==> src/rtl/branch_jump_ctrl.sv <==
// Moore control sequencer for the Mini-SRC datapath: instruction fetch plus the
// control-flow and I/O-move group (jr, jal, br, in, out, mfhi, mflo, nop, halt).
module branch_jump_ctrl #(
  parameter int unsigned MEM_WAIT = 0,
  parameter logic [4:0]  ALU_ADD  = 5'b00011
) (
  input  logic        clock,
  input  logic        clear,
  input  logic [31:0] IR,
  input  logic        CON,
  output logic        PCout,
  output logic        Zlowout,
  output logic        MDRout,
  output logic        HIout,
  output logic        LOout,
  output logic        InPortout,
  output logic        Cout,
  output logic        Rout,
  output logic        PCin,
  output logic        IncPC,
  output logic        MARin,
  output logic        MDRin,
  output logic        IRin,
  output logic        Yin,
  output logic        Zlowin,
  output logic        Rin,
  output logic        R15in,
  output logic        CONin,
  output logic        OutPortin,
  output logic        Gra,
  output logic        Grb,
  output logic        Read,
  output logic [4:0]  alu_op,
  output logic        run,
  output logic        illegal,
  output logic [3:0]  state_o
);

  typedef enum logic [3:0] {
    ST_RST  = 4'b0000,
    ST_T0   = 4'b0111,
    ST_T1   = 4'b1000,
    ST_T2   = 4'b1001,
    ST_T3   = 4'b1010,
    ST_T4   = 4'b1011,
    ST_T5   = 4'b1100,
    ST_T6   = 4'b1101,
    ST_HALT = 4'b1111
  } state_t;

  localparam logic [4:0] OP_BR   = 5'b10010;
  localparam logic [4:0] OP_JR   = 5'b10011;
  localparam logic [4:0] OP_JAL  = 5'b10100;
  localparam logic [4:0] OP_IN   = 5'b10101;
  localparam logic [4:0] OP_OUT  = 5'b10110;
  localparam logic [4:0] OP_MFHI = 5'b10111;
  localparam logic [4:0] OP_MFLO = 5'b11000;
  localparam logic [4:0] OP_NOP  = 5'b11001;
  localparam logic [4:0] OP_HALT = 5'b11010;

  localparam logic [3:0] WAIT_LAST = 4'(MEM_WAIT);

  state_t     state;
  logic [3:0] wait_cnt;
  logic [4:0] opcode;

  // Only the opcode field steers this controller; the rest of IR is datapath business.
  logic unused_ir;
  assign unused_ir = ^IR[26:0];

  // NOTE: sequential state uses non-blocking assignments so every register
  // samples pre-edge values, independent of statement order.
  always_ff @(posedge clock) begin
    if (clear) begin
      state    <= ST_RST;
      wait_cnt <= '0;
    end else begin
      case (state)
        ST_RST: state <= ST_T0;
        ST_T0:  state <= ST_T1;
        ST_T1: begin
          if (wait_cnt == WAIT_LAST) begin
            wait_cnt <= '0;
            state    <= ST_T2;
          end else begin
            wait_cnt <= wait_cnt + 4'd1;
          end
        end
        ST_T2: begin
          opcode <= IR[31:27];
          state  <= ST_T3;
        end
        ST_T3: begin
          case (opcode)
            OP_JAL, OP_BR: state <= ST_T4;
            OP_HALT:       state <= ST_HALT;
            default:       state <= ST_T0;
          endcase
        end
        ST_T4:   state <= (opcode == OP_BR) ? ST_T5 : ST_T0;
        ST_T5:   state <= ST_T6;
        ST_T6:   state <= ST_T0;
        ST_HALT: state <= ST_HALT;
        default: state <= ST_RST;
      endcase
    end
  end

  // NOTE: every output gets a default before the case so no latch is inferred.
  always_comb begin
    {PCout, Zlowout, MDRout, HIout, LOout, InPortout, Cout, Rout} = '0;
    {PCin, IncPC, MARin, MDRin, IRin, Yin, Zlowin, Rin, R15in, CONin, OutPortin} = '0;
    {Gra, Grb, Read} = '0;
    alu_op  = '0;
    illegal = 1'b0;
    run     = (state != ST_HALT);
    case (state)
      ST_T0: begin PCout = 1'b1; MARin = 1'b1; IncPC = 1'b1; PCin = 1'b1; end
      ST_T1: begin Read = 1'b1; MDRin = 1'b1; end
      ST_T2: begin MDRout = 1'b1; IRin = 1'b1; end
      ST_T3: begin
        case (opcode)
          OP_JR:   begin Gra = 1'b1; Rout = 1'b1; PCin = 1'b1; end
          OP_JAL:  begin PCout = 1'b1; R15in = 1'b1; end
          OP_BR:   begin Gra = 1'b1; Rout = 1'b1; CONin = 1'b1; end
          OP_IN:   begin Gra = 1'b1; Rin = 1'b1; InPortout = 1'b1; end
          OP_OUT:  begin Gra = 1'b1; Rout = 1'b1; OutPortin = 1'b1; end
          OP_MFHI: begin Gra = 1'b1; Rin = 1'b1; HIout = 1'b1; end
          OP_MFLO: begin Gra = 1'b1; Rin = 1'b1; LOout = 1'b1; end
          OP_NOP, OP_HALT: ;
          default: illegal = 1'b1;
        endcase
      end
      ST_T4: begin
        if (opcode == OP_JAL) begin
          Gra = 1'b1; Rout = 1'b1; PCin = 1'b1;
        end else if (opcode == OP_BR) begin
          PCout = 1'b1; Yin = 1'b1;
        end
      end
      ST_T5: begin Cout = 1'b1; alu_op = ALU_ADD; Zlowin = 1'b1; end
      // CON was loaded back in T3, so it is stable by the time the target is written.
      ST_T6: begin Zlowout = 1'b1; PCin = CON; end
      default: ;
    endcase
  end

  assign state_o = state;

endmodule
==> config.mk <==
export PLATFORM = sky130hd
export DESIGN_NAME = branch_jump_ctrl
export DESIGN_NICKNAME = d
export VERILOG_FILES = /design/src/rtl/branch_jump_ctrl.sv
export SDC_FILE = /design/constraint.sdc
export NUM_CORES = 1
export LEC_CHECK = 0
export ABC_CLOCK_PERIOD_IN_PS = 2600
export CORE_AREA = 2 2 57 59
export DETAILED_ROUTE_END_ITERATION = 7
export DIE_AREA = 0 0 59 61
export PLACE_DENSITY_LB_ADDON = 0.12
export REMOVE_ABC_BUFFERS = 1
export SKIP_LAST_GASP = 1
export SYNTH_ARGS = -nofsm -noshare
export SYNTH_HDL_FRONTEND = slang
export SYNTH_SLANG_ARGS = --single-unit
==> constraint.sdc <==
create_clock -name clock -period 2.6 [get_ports clock]
set_clock_uncertainty 0.2 [all_clocks]
set_input_delay 0.52 -clock clock [delete_from_list [all_inputs] [get_ports clock]]
set_output_delay 0.52 -clock clock [all_outputs]
set_load 0.005 [all_outputs]
==> impl_metrics.tcl, run 1 <==
set metrics [dict create \
    cp_max_fo 5 \
    start_util_pct 35.21 \
    syn2layout_area_growth_pct 57.16 \
    die_area_sq_um 3599 \
    outcome "completed" \
    yosysUniqueCellTypes 42 \
    drive_above_1_share_pct 26.52 \
    viasPerCell 5.308 \
    io-pin-count 68 \
    synth_area_sq_um 1040 \
    rr_startpoint "state_o[1]$_SDFFE_PP0P_" \
    vias 1136 \
    hold_end "wait_cnt[2]$_SDFFE_PP0P_" \
    seq_area_frac_synth_pct 29.84 \
    rrSetupSlack_ps 820 \
    insertion_delay_ps 280 \
    fillers 287 \
    clk_pin_slew_ps 80 \
    dieHeight_um 61 \
    fin_crit_ps 2578 \
    synth_commonest_cells "nor2_1, buf_4, a21oi_1" \
    clock-sinks 13 \
    clk_path_buf_depth 2 \
    cts-buffers-inserted 3 \
    hold_class "flop to flop" \
    yosysTopAreaCell "dfxtp_1" \
    synth_most_common_cell "nor2_1" \
    yosysTopAreaCellShare_pct 15.40 \
    synthArstFlopShare_pct 0 \
    min-delay-start "wait_cnt[2]$_SDFFE_PP0P_" \
    finalCritPeriodShare_pct 99.17 \
    worstPathArrival_ps 1860 \
    drc 0 \
    port_buffers 36 \
    setup_viol 0 \
    htree_levels 1 \
    fin_nets 219 \
    synth_edf_count 5 \
    place_area_sq_um 1471 \
    synth.area.top_cells "dfxtp_1, edfxtp_1, buf_4, nor2_1, a21oi_1" \
    crit_buf_inv 1 \
    overflow 0 \
    hold_violations 0 \
    ant_nets 0 \
    netlist_instances 131 \
    hold_ws_ps 314.1 \
    crit_chain "and4bb_2, nand4_1, nor3b_1, clkdlybuf4s50_1" \
    fin_util_pct 55.34 \
    cts_root_buf "clkbuf_4" \
    finalSetupTns_ps 0 \
    grt_pass1_wl_um 4547 \
    slowest_stage "clkdlybuf4s50_1" \
    final_area_sq_um 1634 \
    ff_latch_area_sq_um 319.1 \
    num_antenna_cells 0 \
    fmax_mhz 387.8 \
    place.gp.congestion 0.7983 \
    wl_um 2824 \
    synth.ff_latch_count 13 \
    syn_area_per_cell_sq_um 7.937 \
    yosys_most_used_dff "dfxtp_1" \
    hpwlAfterDp_um 2164 \
    die_w_um 59 \
    drtIter0Drc 46 \
    cpLargestDelayFamily "simple AND/OR/NAND/NOR gates" \
    grt_setup_unrepaired "true" \
    grt_max_degree 14 \
    drv_slew 0 \
    antenna_found_initial 0 \
    grt_pass1_vias 1078 \
    multiInputGateArea_sq_um 645.6 \
    track_usage_pct 16.50 \
    start_kind "flop" \
    hold_depth 2 \
    worstSetupPathType "flop to primary output" \
    routedWlPerCell_um 13.20 \
    r2r_cells 6 \
    ir_worst_vdd_mv 0.2142 \
    core-area_sq_um 2953 \
    p_leak_nw 0.7235 \
    startpoint "state_o[0]$_SDFFE_PP0P_" \
    power_per_cell_area_nw_per_um2 481.3 \
    required_ps 1880 \
    firstDrtPassIters 4 \
    cts_tree "yes" \
    timing.rr.end "wait_cnt[0]$_SDFFE_PP0P_" \
    yosysWarnings 0 \
    cp-end-kind "primary output" \
    rows 20 \
    maxCapViolCount 0 \
    slowest_delay_ps 530 \
]
## area by class of cell
cell class,count,area share [%]
tap,33,2.527
sequential,13,19.53
clock buffer,4,1.608
inverter,7,1.608
multi-input combinational,94,39.51
timing repair buffer,63,35.22
## metal layers
metal / global-route usage, % / part of all wire (%) / vias up
met4: 10.06 / 2.0 / 0
met1: 17.88 / 42 / 527
li1: - / - / 556
met5: 0 / 0 / -
met2: 30.48 / 50 / 46
met3: 2.132 / 6.0 / 7
## flip-flops by register name, summed over array words and instances, names as in the netlist
signal,count
wait_cnt,4
opcode,5
state_o,4
## what timing repair did
action                     CTS  global route
setup endpoints to repair   10            11
cloned                       0             0
hold buffers                 0             0
buffers inserted             3             4
hold endpoints to repair     0             0
resized for setup           13            13
pin swaps                    3             4
## worst max-delay path by stage
| stage | slack [ps] | end | depth (start not counted) |
|---|---|---|---|
| 4_1_cts | -150 | Gra | 6 |
| 5_1_grt | -110 | InPortout | 4 |
| 3_5_place_dp | 80 | Gra | 4 |
| 6_report | 20 | InPortout | 4 |
| 3_3_place_gp | 60 | PCout | 5 |
| 2_1_floorplan | 430 | PCout | 3 |
## report_power, final
| group | internal [mW] | switching (mW) |
|---|---|---|
| Combinational | 0.179 | 0.205 |
| Sequential | 0.241 | 0.0342 |
| Clock | 0.0596 | 0.0681 |
| Total | 0.479 | 0.307 |
## cell families (layout without fill, tap and decap cells)
logic type	count (synthesis)	count (layout)	share of synthesized area [%]
AO/OA/AOI/OAI	23	23	13.72
XOR/XNOR	2	2	1.685
other	1	4	0.3607
flip-flops	13	13	29.84
buffers and inverters	27	74	15.16
adder cells (fa/ha/maj)	2	2	2.406
AND/OR/NAND/NOR	60	60	33.82
multiplexers	3	3	3.008
## worst reg2reg max path, cell delays in order, from the launching register on
cell and delay, ps:
dfxtp_4 380, buf_4 190, nor4b_4 330, buf_4 190
o21ai_1 90, mux2_2 270, nor2_1 80
## metrics by stage
| stage | power [mW] | setup WS (ps) | instances |
|---|---|---|---|
| 3_5_place_dp | 0.6411 | 84.27 | 203 |
| 4_1_cts | 0.7791 | -152.4 | 210 |
| 5_1_grt | 0.8369 | -110.4 | 214 |
| 3_3_place_gp | 0.6327 | 58.61 | 203 |
| 6_report | 0.7865 | 21.57 | 214 |
| 2_1_floorplan | 0.4621 | 432.8 | 114 |
## placed cells by master, fill, tap and decap left out, types with 5 or more instances in the layout
cell	count
clkdlybuf4s50_1	28
buf_4	26
nor2_1	12
nand2_1	8
a21oi_1	8
inv_1	7
nand3_1	7
edfxtp_1	5
dlymetal6s2s_1	5
dfxtp_1	5
Power figures use the tool's default switching activity.
==> inputs of run 2 (changes only) <==
Settings changed: RECOVER_POWER set to 100.
==> run 2 against run 1 <==
Against the previous run: the flow now finishes with violations (negative setup slack); worst setup slack got worse by 66 ps; non-clock buffer count unchanged; via count increased by 1.1%; cell count unchanged; sequential power about the same; first-iteration DRC count increased by 17%; design area decreased by 0.92%; sequential share of layout area increased by 0.18 points; flip-flop and latch count unchanged; clock power about the same; combinational power decreased by 3%.
==> impl_metrics.tcl, run 2 (synthesis results as in run 1) <==
set metrics [dict create \
    overflow 0 \
    clk_path_buf_depth 2 \
    worstMarginPinSlew_ps 560.0 \
    drive_above_1_share_pct 24.31 \
    io-pin-count 68 \
    insertion_delay_ps 280 \
    slew_headroom_pct 62.67 \
    regMostFlops "opcode" \
    hold_depth 2 \
    die_area_sq_um 3599 \
    port_buffers 36 \
    clock-sinks 13 \
    drc 0 \
    ir_worst_vdd_mv 0.2132 \
    largest_reg_flops 5 \
    wl_um 2833 \
    hold_violations 0 \
    htree_levels 1 \
    p_seq_share_pct 35.4 \
    drtIter0Drc 54 \
    power.share.clock_pct 16.5 \
    setup_viol 4 \
    min-delay-start "wait_cnt[2]$_SDFFE_PP0P_" \
    hold_end "wait_cnt[2]$_SDFFE_PP0P_" \
    antenna_found_initial 0 \
    fin_util_pct 54.83 \
    final_common_cell "buf_4" \
    power_per_cell_area_nw_per_um2 479.0 \
    num_antenna_cells 0 \
    routedWlPerCell_um 13.24 \
    slowest_stage "clkdlybuf4s50_1" \
    grt_pass1_vias 1078 \
    track_usage_pct 16.50 \
    worstSetupPathType "flop to primary output" \
    maxCapViolCount 0 \
    fin_crit_ps 2644 \
    cts-buffers-inserted 3 \
    fin_nets 219 \
    fmax_mhz 378.2 \
    crit_chain "nor2b_1, nor3b_4, and2_1, clkdlybuf4s50_1" \
    p_comb_share_pct 48.1 \
    die_w_um 59 \
    grt_pass1_wl_um 4547 \
    finalCritPeriodShare_pct 101.7 \
    hpwlAfterDp_um 2164 \
    p_sw_share_pct 39.51 \
    cp-end-kind "primary output" \
    worstPathArrival_ps 1920 \
    required_ps 1880 \
    ant_nets 0 \
    syn2layout_area_growth_pct 55.72 \
    setup_ws_ps -44.18 \
    viasPerCell 5.369 \
    mostFrequentLayoutCells "buf_4, clkdlybuf4s50_1, nor2_1" \
    grt_setup_unrepaired "true" \
    grt_max_degree 14 \
    rows 20 \
    timing.rr.end "state_o[0]$_SDFFE_PP0P_" \
    place.gp.congestion 0.7983 \
    start_util_pct 35.21 \
    finalSetupTns_ps -101.7 \
    violations "negative setup slack" \
    postCtsHoldBufs 0 \
    p_leak_nw 0.7116 \
    p_sw_mw 0.3064 \
    rr_startpoint "state_o[1]$_SDFFE_PP0P_" \
    cp_max_fo 4 \
    r2r_cells 6 \
    vias 1149 \
    internal_power_mw 0.4691 \
    slowest_delay_ps 510 \
    firstDrtPassIters 4 \
    start_kind "flop" \
    cts_root_buf "clkbuf_4" \
    dieHeight_um 61 \
    core-area_sq_um 2953 \
    rrSetupSlack_ps 480 \
    hold_class "flop to flop" \
    drv_slew 0 \
    outcome "finished, violations left" \
    clk_pin_slew_ps 80 \
    cts_tree "yes" \
]
## run 2: cell types whose count changed in the layout (fill, tap and decap cells not counted), sizes merged
cell	previous run	this run
clkdlybuf4s50	28	22
clkbuf	4	7
buf	27	24
dlygate4sd3	0	6
## run 2: power groups by stage
stage | Combinational, mW | Sequential (mW) | Clock, mW
floorplan | 0.133 | 0.329 | 0
global placement | 0.360 | 0.273 | 0
detailed placement | 0.368 | 0.273 | 0
CTS | 0.372 | 0.274 | 0.133
global route | 0.407 | 0.280 | 0.139
finish | 0.373 | 0.275 | 0.128
## run 2: routing by layer
metal / up-vias / global-route usage, % / wire, um
met5: - / 0 / 0
met4: 0 / 10.06 / 81
met3: 9 / 2.132 / 168
met2: 45 / 30.48 / 1401
met1: 539 / 17.88 / 1181
li1: 556 / - / -
## run 2: worst max-delay path by stage
stage                                 start    end  slack (ps)  cells past startpoint
global placement        opcode[2]$_DFFE_PP_  PCout          60                      5
CTS                     opcode[0]$_DFFE_PP_    Gra        -150                      6
global route            opcode[0]$_DFFE_PP_  R15in        -120                      4
floorplan           state_o[2]$_SDFFE_PP0P_  PCout         430                      3
detailed placement      opcode[0]$_DFFE_PP_    Gra          80                      4
finish                  opcode[0]$_DFFE_PP_  R15in         -40                      4
## run 2: critical path, delay by kind of cell, from the launching register on
family | cells | cell delay [ps]
buf+inv | 1 | 510
flops | 1 | 450
simple gates | 3 | 680
## run 2: repair_timing
item	in CTS	in global routing
pin swaps	3	4
setup endpoints to repair	10	11
endpoints found under the hold margin	0	0
gates resized for setup	13	13
buffers inserted	3	4
## run 2: cell type report
class                   count  area [sq um]
repair buffers             63         564.3
flip-flops and latches     13         319.1
well taps                  33         41.29
multi-input cells          94         641.9
clock buffers               4         26.28
inverters                   7         26.28
fillers                   291          1334
## run 2: per-stage QoR
step / cells / hold WS (ps) / setup WS (ps) / total power, mW / instance area (sq um)
6_report: 214 / 311.1 / -44.18 / 0.7756 / 1619
5_1_grt: 214 / 352.8 / -123.9 / 0.8258 / 1619
4_1_cts: 210 / 308.7 / -152.4 / 0.7791 / 1549
3_5_place_dp: 203 / 295.9 / 84.27 / 0.6411 / 1471
3_3_place_gp: 203 / 276.5 / 58.61 / 0.6327 / 1471
2_1_floorplan: 114 / 251.5 / 432.8 / 0.4621 / 919.6
==> inputs of run 3 (changes only) <==
Settings changed: CELL_PAD_IN_SITES_DETAIL_PLACEMENT set to 1, CELL_PAD_IN_SITES_GLOBAL_PLACEMENT set to 1, CORE_AREA 2 2 57 59 to 2 2 69 71, DIE_AREA 0 0 59 61 to 0 0 71 73.
==> run 3 against run 2 <==
Against the previous run: die area increased by 44%; first-iteration DRC count down 9.3%; via count up 1.0%; cell count rose by 14%; the flow now finishes without violations; sequential power hardly changed.
==> impl_metrics.tcl, run 3 (synthesis results as in run 1) <==
set metrics [dict create \
    crit_chain "buf_4, nand2b_1, nor3b_4, and2_4, clkdlybuf4s50_1" \
    cp-end-kind "primary output" \
    fin_crit_ps 2590 \
    cp_max_fo 2 \
    worstPathArrival_ps 1870 \
    hpwlAfterDp_um 2592 \
    routedWlPerCell_um 13.89 \
    worstSetupPathType "flop to primary output" \
    fmax_mhz 386.1 \
    finalCritPeriodShare_pct 99.61 \
    grt_max_degree 16 \
    cts_root_buf "clkbuf_8" \
    drc 0 \
    ir_worst_vdd_mv 0.1923 \
    die_w_um 71 \
    core-area_sq_um 4536 \
    syn2layout_area_growth_pct 63.78 \
    clk_path_buf_depth 2 \
    hold_ws_ps 305.8 \
    hold_end "wait_cnt[2]$_SDFFE_PP0P_" \
    start_kind "flop" \
    slowest_delay_ps 490 \
    hold_depth 2 \
    drv_slew 0 \
    insertion_delay_ps 240 \
    p_seq_share_pct 34.0 \
    r2r_cells 7 \
    place.gp.congestion 0.7520 \
    postCtsHoldBufs 0 \
    power_per_cell_area_nw_per_um2 480.5 \
    num_antenna_cells 0 \
    timing.rr.end "state_o[0]$_SDFFE_PP0P_" \
    overflow 0 \
    dieHeight_um 73 \
    final_common_cell "buf_4" \
    cpLargestDelayFamily "buffers and inverters" \
    cts-buffers-inserted 3 \
    fin_nets 227 \
    cts_tree "yes" \
    firstDrtPassIters 4 \
    internal_power_mw 0.5076 \
    slowest_stage "clkdlybuf4s50_1" \
    clock-sinks 13 \
    p_sw_mw 0.3107 \
    rrSetupSlack_ps 550 \
    htree_levels 1 \
    vias 1161 \
    drive_above_1_share_pct 25.93 \
    track_usage_pct 12.82 \
    grt_setup_unrepaired "true" \
    rr_startpoint "state_o[1]$_SDFFE_PP0P_" \
    pre_cts_slack_ps 54.45 \
    finalPower_mw 0.8183 \
    drtIter0Drc 49 \
    wl_um 3376 \
    p_leak_nw 0.7247 \
    grt_pass1_wl_um 5313 \
    antenna_found_initial 0 \
    rows 25 \
    min-delay-start "wait_cnt[2]$_SDFFE_PP0P_" \
    ant_nets 0 \
    p_comb_share_pct 44.4 \
    clk_pin_slew_ps 60 \
    setup_viol 0 \
    hold_violations 0 \
    regMostFlops "opcode" \
    io-pin-count 68 \
    maxCapViolCount 0 \
    crit_buf_inv 2 \
    setup_ws_ps 10.27 \
    mostFrequentLayoutCells "buf_4, clkdlybuf4s50_1, nor2_1" \
    hold_class "flop to flop" \
    outcome "completed" \
    fillers 544 \
    power.share.clock_pct 21.6 \
    required_ps 1880 \
    viasPerCell 4.778 \
    die_area_sq_um 5183 \
    largest_reg_flops 5 \
    start_util_pct 22.92 \
    grt_pass1_vias 1109 \
    p_sw_share_pct 37.96 \
    port_buffers 36 \
]
-- run 3: worst min-delay path, stage by stage, from the launching register on --
cell and delay (ps):
dfxtp_1 330, nand2_1 70, a21oi_1 60
-- run 3: through the flow --
step	instances	util, %	area (sq um)	TNS, ps
after floorplan	114	-	919.6	0
after global placement	226	33.35	1513	0
after detailed placement	226	33.35	1513	0
after CTS	233	35.28	1600	-79.50
after global routing	243	37.54	1703	-170.9
final	243	37.54	1703	0
-- run 3: cell type report --
| cell class | count | area, sq um | area share (%) |
|---|---|---|---|
| Sequential cell | 13 | 310.3 | 18.22 |
| Clock buffer | 4 | 45.04 | 2.645 |
| Timing Repair Buffer | 71 | 629.4 | 36.96 |
| Inverter | 7 | 26.28 | 1.543 |
| Tap cell | 54 | 67.56 | 3.968 |
| Multi-Input combinational cell | 94 | 624.3 | 36.66 |
-- run 3: worst max path at each step --
stage	slack (ps)	start	to	depth (start not counted)
after detailed placement	50	opcode[0]$_DFFE_PP_	Gra	4
final	10	opcode[3]$_DFFE_PP_	R15in	5
after floorplan	430	state_o[2]$_SDFFE_PP0P_	PCout	3
after CTS	-70	opcode[0]$_DFFE_PP_	PCin	5
after global placement	40	opcode[3]$_DFFE_PP_	PCin	5
after global routing	-50	opcode[3]$_DFFE_PP_	R15in	5
-- run 3: timing repair --
item,CTS,global route
endpoints found under the hold margin,0,0
endpoints found under the setup margin,11,13
setup buffers,3,10
gates resized for setup,12,11
pin swaps,6,2
cloned,0,0
-- run 3: power by group through the flow --
stage	combinational [mW]	clock, mW	sequential (mW)
2_1_floorplan	0.133	0	0.329
3_3_place_gp	0.362	0	0.283
3_5_place_dp	0.373	0	0.282
4_1_cts	0.377	0.185	0.283
5_1_grt	0.408	0.195	0.286
6_report	0.363	0.177	0.278
-- run 3: per-layer routing --
| layer | vias to the layer above | routed length (um) | GRT usage (%) |
|---|---|---|---|
| met3 | 2 | 118 | 1.657 |
| met2 | 21 | 1826 | 23.26 |
| met4 | 0 | 23 | 4.403 |
| met5 | - | 0 | 0 |
| li1 | 572 | - | - |
| met1 | 566 | 1407 | 15.59 |
